[src/rtl/cla_seq_pkg.sv]
// Shared types for the multi-word CLA sequencer.
// State encoding and index-width helper.
package cla_seq_pkg;

  typedef enum logic [2:0] {
    IDLE  = 3'd0,
    GET_A = 3'd1,
    GET_B = 3'd2,
    DRAIN = 3'd3,
    DONE  = 3'd4
  } state_t;

  function automatic int idx_width(input int n);
    return (n <= 2) ? 1 : $clog2(n);
  endfunction

endpackage

[src/rtl/carry_look_ahead.sv]
// Combinational carry-look-ahead adder, WIDTH bits.
// Each carry is a flat OR of generate/propagate products.
module carry_look_ahead #(
  parameter int WIDTH = 7
) (
  input  logic [WIDTH-1:0] a,
  input  logic [WIDTH-1:0] b,
  input  logic             y,
  output logic [WIDTH-1:0] s,
  output logic             c
);

  logic [WIDTH-1:0] g;
  logic [WIDTH-1:0] p;
  logic [WIDTH:0]   cy;
  logic             acc;
  logic             pp;

  always_comb begin
    g   = a & b;
    p   = a ^ b;
    cy  = '0;
    acc = 1'b0;
    pp  = 1'b1;
    cy[0] = y;
    for (int i = 0; i < WIDTH; i++) begin
      acc = 1'b0;
      pp  = 1'b1;
      for (int j = i; j >= 0; j--) begin
        acc = acc | (pp & g[j]);
        pp  = pp & p[j];
      end
      cy[i+1] = acc | (pp & y);
    end
  end

  assign s = p ^ cy[WIDTH-1:0];
  assign c = cy[WIDTH];

endmodule

[src/rtl/cla_multiword_sequencer.sv]
// Multi-precision adder: one shared CLA time-shared over
// WORDS operand words, least-significant word first.
module cla_multiword_sequencer
  import cla_seq_pkg::*;
#(
  parameter int WIDTH = 7,
  parameter int WORDS = 4
) (
  input  logic             clk,
  input  logic             rst_n,
  input  logic             start,
  input  logic             cin,
  input  logic             in_valid,
  input  logic [WIDTH-1:0] in_data,
  output logic             in_ready,
  output logic             out_valid,
  output logic [WIDTH-1:0] out_data,
  input  logic             out_ready,
  output logic             carry_out,
  output logic             busy,
  output logic             done
);

  localparam int IW = idx_width(WORDS);
  localparam logic [IW-1:0] LAST = IW'(WORDS - 1);

  state_t           state;
  logic [IW-1:0]    idx;
  logic [WIDTH-1:0] a_reg;
  logic [WIDTH-1:0] sum;
  logic             carry_reg;
  logic             c_next;
  logic             accept;

  carry_look_ahead #(
    .WIDTH(WIDTH)
  ) u_cla (
    .a(a_reg),
    .b(in_data),
    .y(carry_reg),
    .s(sum),
    .c(c_next)
  );

  // B is only taken when the output slot is free or draining
  always_comb begin
    in_ready = 1'b0;
    unique case (state)
      GET_A:   in_ready = 1'b1;
      GET_B:   in_ready = !out_valid || out_ready;
      default: in_ready = 1'b0;
    endcase
  end

  assign accept = in_valid && in_ready;
  assign busy   = (state != IDLE);

  always_ff @(posedge clk or negedge rst_n) begin
    if (!rst_n) begin
      state     <= IDLE;
      idx       <= '0;
      carry_reg <= 1'b0;
      a_reg     <= '0;
      out_valid <= 1'b0;
      out_data  <= '0;
      carry_out <= 1'b0;
      done      <= 1'b0;
    end else begin
      done <= 1'b0;
      if (out_valid && out_ready) out_valid <= 1'b0;
      unique case (state)
        IDLE: begin
          if (start) begin
            carry_reg <= cin;
            idx       <= '0;
            state     <= GET_A;
          end
        end
        GET_A: begin
          if (in_valid) begin
            a_reg <= in_data;
            state <= GET_B;
          end
        end
        GET_B: begin
          if (accept) begin
            out_data  <= sum;
            out_valid <= 1'b1;
            carry_reg <= c_next;
            if (idx == LAST) begin
              state <= DRAIN;
            end else begin
              idx   <= idx + IW'(1);
              state <= GET_A;
            end
          end
        end
        DRAIN: begin
          if (!out_valid || out_ready) begin
            carry_out <= carry_reg;
            done      <= 1'b1;
            state     <= DONE;
          end
        end
        DONE: begin
          state <= IDLE;
        end
        default: state <= IDLE;
      endcase
    end
  end

endmodule
[config.mk]
export PLATFORM = sky130hd
export DESIGN_NAME = cla_multiword_sequencer
export DESIGN_NICKNAME = d
export VERILOG_FILES = /design/src/rtl/cla_seq_pkg.sv /design/src/rtl/carry_look_ahead.sv /design/src/rtl/cla_multiword_sequencer.sv
export SDC_FILE = /design/constraint.sdc
export NUM_CORES = 1
export LEC_CHECK = 0
export CAP_MARGIN = 20
export CORE_ASPECT_RATIO = 0.6
export CORE_MARGIN = 3
export CORE_UTILIZATION = 45
export CTS_CLUSTER_SIZE = 14
export DETAILED_ROUTE_END_ITERATION = 12
export PLACE_DENSITY = 0.8
export REMOVE_ABC_BUFFERS = 1
export SLEW_MARGIN = 20
export SYNTH_ARGS = -nofsm -noshare
export SYNTH_HDL_FRONTEND = slang
export SYNTH_SLANG_ARGS = --single-unit
[constraint.sdc]
create_clock -name clk -period 2.83 [get_ports clk]
set_input_delay 0.283 -clock clk [delete_from_list [all_inputs] [get_ports clk]]
set_output_delay 0.283 -clock clk [all_outputs]
set_load 0.05 [all_outputs]
==> results.yml <==
setup_path:
  critPathCaptureType: "primary output"
  path_cells: "inv_1, nand2_1, clkdlybuf4s50_1"
  cp_slowest_cell: "clkdlybuf4s50_1"
  cpPeakStageDelay_ps: 790
  cp_top_family: "buffers and inverters"
  cp_num_buf_inv: 2
  setup.worst_path.start_class: "register"
  cp.required_ps: 2550
  r2r_start: "a_reg[0]"
  path_max_fanout: 9
  critPathLaunch: "state[1]"
  arrival_ps: 1790
  critPathKind: "reg -> out"
global_route:
  grt_usage_pct: 18.32
  grt_pass1_wl_microns: 4712
  grt_pass1_vias: 965
  grt_max_degree: 24
  antenna_found_initial: 0
  overflow: 0
pwr:
  p_total_mw: 1.944
  p_switching_mw: 0.9025
  comb_power_share_pct: 59.2
  switching_share_pct: 46.43
  pwr-share-seq_pct: 30.3
  ir_drop_mv: 0.6158
  p_per_area_nw_per_um2: 1217
  leakagePower_nw: 0.7137
  internal-power_mw: 1.041
  clkPwrFrac_pct: 10.5
sta:
  rsz0062_at_grt: "no"
  period_share_pct: 73.26
  slew-limit-headroom_pct: 66.58
  tns_ps: 0
  fmax_ghz: 0.4823
  tightest_slew_ps: 499.7
  finalHoldViolations: 0
  slew_violations: 0
  fin_skew_ps: 2.148
  hold_slack_ps: 367.0
  post-route-min-period_ps: 2073
  setup_viol: 0
clock_network:
  cts_setup_buffers: 0
  cts_hold_buffers: 0
  root_buffer: "clkbuf_8"
  cts_made_buffers: 3
  clk-insertion-delay-late_ps: 260
  clock-sinks: 23
  tritoncts: "yes"
  htreeDepth: 1
  clockBufferDepth: 2
  clk_pin_slew_ps: 80
  cts.repair.resized: 0
yosys:
  ys_warn_count: 0
  ys_seq_area_share_pct: 45.01
  synth_compound_area_share_pct: 16.54
  synth_adder_area_share_pct: 9.393
  ys.flop_type: "dfrtp_1"
  synth_cell_types: 43
  yosys.area_share.xor_xnor_pct: 2.740
  synthArstFlopShare_pct: 100.0
  synth_seq_cells: 23
  synth_common_cells: "23 x dfrtp_1, 11 x nand2_1, 9 x inv_1, 8 x ha_1, 8 x mux2_2"
  mappedNetlistArea_sq_um: 1279
  postSynthCellCount: 124
  synthTopCellsByArea: "dfrtp_1 45%, ha_1 7.8%, mux2_2 7.0%, nand2_1 3.2%, inv_1 2.6%"
  synth_simple_gate_area_share_pct: 14.29
  synth_top_area_share_pct: 45.01
  synth_top_family_by_area: "compound AO/OA/AOI/OAI gates"
  synth.largest_area_cell: "dfrtp_1"
  postSynthAreaPerCell_sq_um: 10.31
  synth-edff-count: 0
  synthMuxAreaShare_pct: 7.828
  yosysMostFrequentCell: "dfrtp_1"
die:
  die_y_microns: 47.29
  boundaryPins: 25
  initial_core_util_pct: 48.99
  die_area_sq_um: 3538
  fp.dieW_microns: 74.82
  coreArea_sq_um: 2610
  core.rowCount: 14
routing:
  wirelength_microns: 2733
  antenna_left: 0
  vias: 999
  drt_iter0_drc: 95
  drt-vias-per-instance: 5.459
  drc: 0
  firstDrtPassIters: 4
  wire_per_inst_microns: 14.93
final_layout:
  layout-drive-gt1-share_pct: 11.92
  areaGrowthSynthToFinish_pct: 24.95
  utilization_pct: 61.22
  final_cell_area_sq_um: 1598
  antenna_cells: 0
  finalNetCount: 174
run_status:
  run_status: "complete, no violations"
placement:
  post_dp_cell_area_sq_um: 1551
  gp_congestion: 0.8706
  dp_hpwl_microns: 2171
  io_buffers: 24
flow_run:
  cap_violations: 0
worst_hold_path:
  hp-class: "in -> async"
-- path summary, 6_finish.rpt --
path	end	slack (ps)	cells after the start
max	busy	760	3
min	state[1]	370	2
max reg2reg	out_data[5]	1050	5
min reg2reg	out_data[2]	490	2
max in group asynchronous	a_reg[4]	2240	2
min in group clk	out_data[2]	490	2
-- metal layers --
metal | global-route usage, % | vias to the layer above | wire, microns
met3 | 4.487 | 2 | 145
met2 | 26.82 | 34 | 1211
li1 | - | 499 | -
met4 | 5.674 | 0 | 11
met5 | 0 | - | 0
met1 | 26.73 | 464 | 1364
-- metrics by stage --
| step | worst slack [ps] | instances |
|---|---|---|
| after floorplan | 747.1 | 121 |
| after CTS | 759.0 | 183 |
| after detailed placement | 677.0 | 179 |
| final | 756.8 | 183 |
| after global placement | 730.5 | 179 |
| after global routing | 641.3 | 183 |
-- cell families after synthesis --
group / count (synthesis)
buffers and inverters: 12
XOR/XNOR: 4
AO/OA/AOI/OAI: 31
adder cells (fa/ha/maj): 9
multiplexers: 9
flip-flops: 23
AND/OR/NAND/NOR: 36
-- final cells by class --
| class | count | area (sq um) |
|---|---|---|
| Multi-Input combinational cell | 89 | 649.4 |
| Clock inverter | 1 | 5.005 |
| Clock buffer | 3 | 41.29 |
| Fill cell | 224 | 1012 |
| Tap cell | 32 | 40.04 |
| Timing Repair Buffer | 26 | 252.7 |
| Sequential cell | 23 | 575.6 |
| Inverter | 9 | 33.78 |
-- cells in the final DEF, fill, tap and decap left out, types with 2 or more instances in the layout --
| cell type | instances |
|---|---|
| o31ai_1 | 2 |
| clkdlybuf4s50_1 | 23 |
| nand2_1 | 11 |
| o21ai_1 | 6 |
| nor2_1 | 7 |
| xnor2_1 | 3 |
| a211o_1 | 2 |
| ha_1 | 8 |
| o21a_1 | 2 |
| nand3_1 | 4 |
| clkbuf_8 | 3 |
| a21oi_1 | 5 |
| dfrtp_1 | 23 |
| o21bai_1 | 2 |
| buf_4 | 3 |
| a31oi_1 | 2 |
| inv_1 | 9 |
| nor3_1 | 2 |
| nand2b_1 | 2 |
| mux2_2 | 8 |
-- power groups by stage --
stage / sequential (mW) / clock [mW] / combinational (mW)
finish: 0.589 / 0.205 / 1.15
global route: 0.611 / 0.233 / 1.25
CTS: 0.589 / 0.210 / 1.15
global placement: 0.582 / 0 / 1.12
detailed placement: 0.595 / 0 / 1.15
floorplan: 0.774 / 0 / 0.635
(Power assumes the default switching activity.)
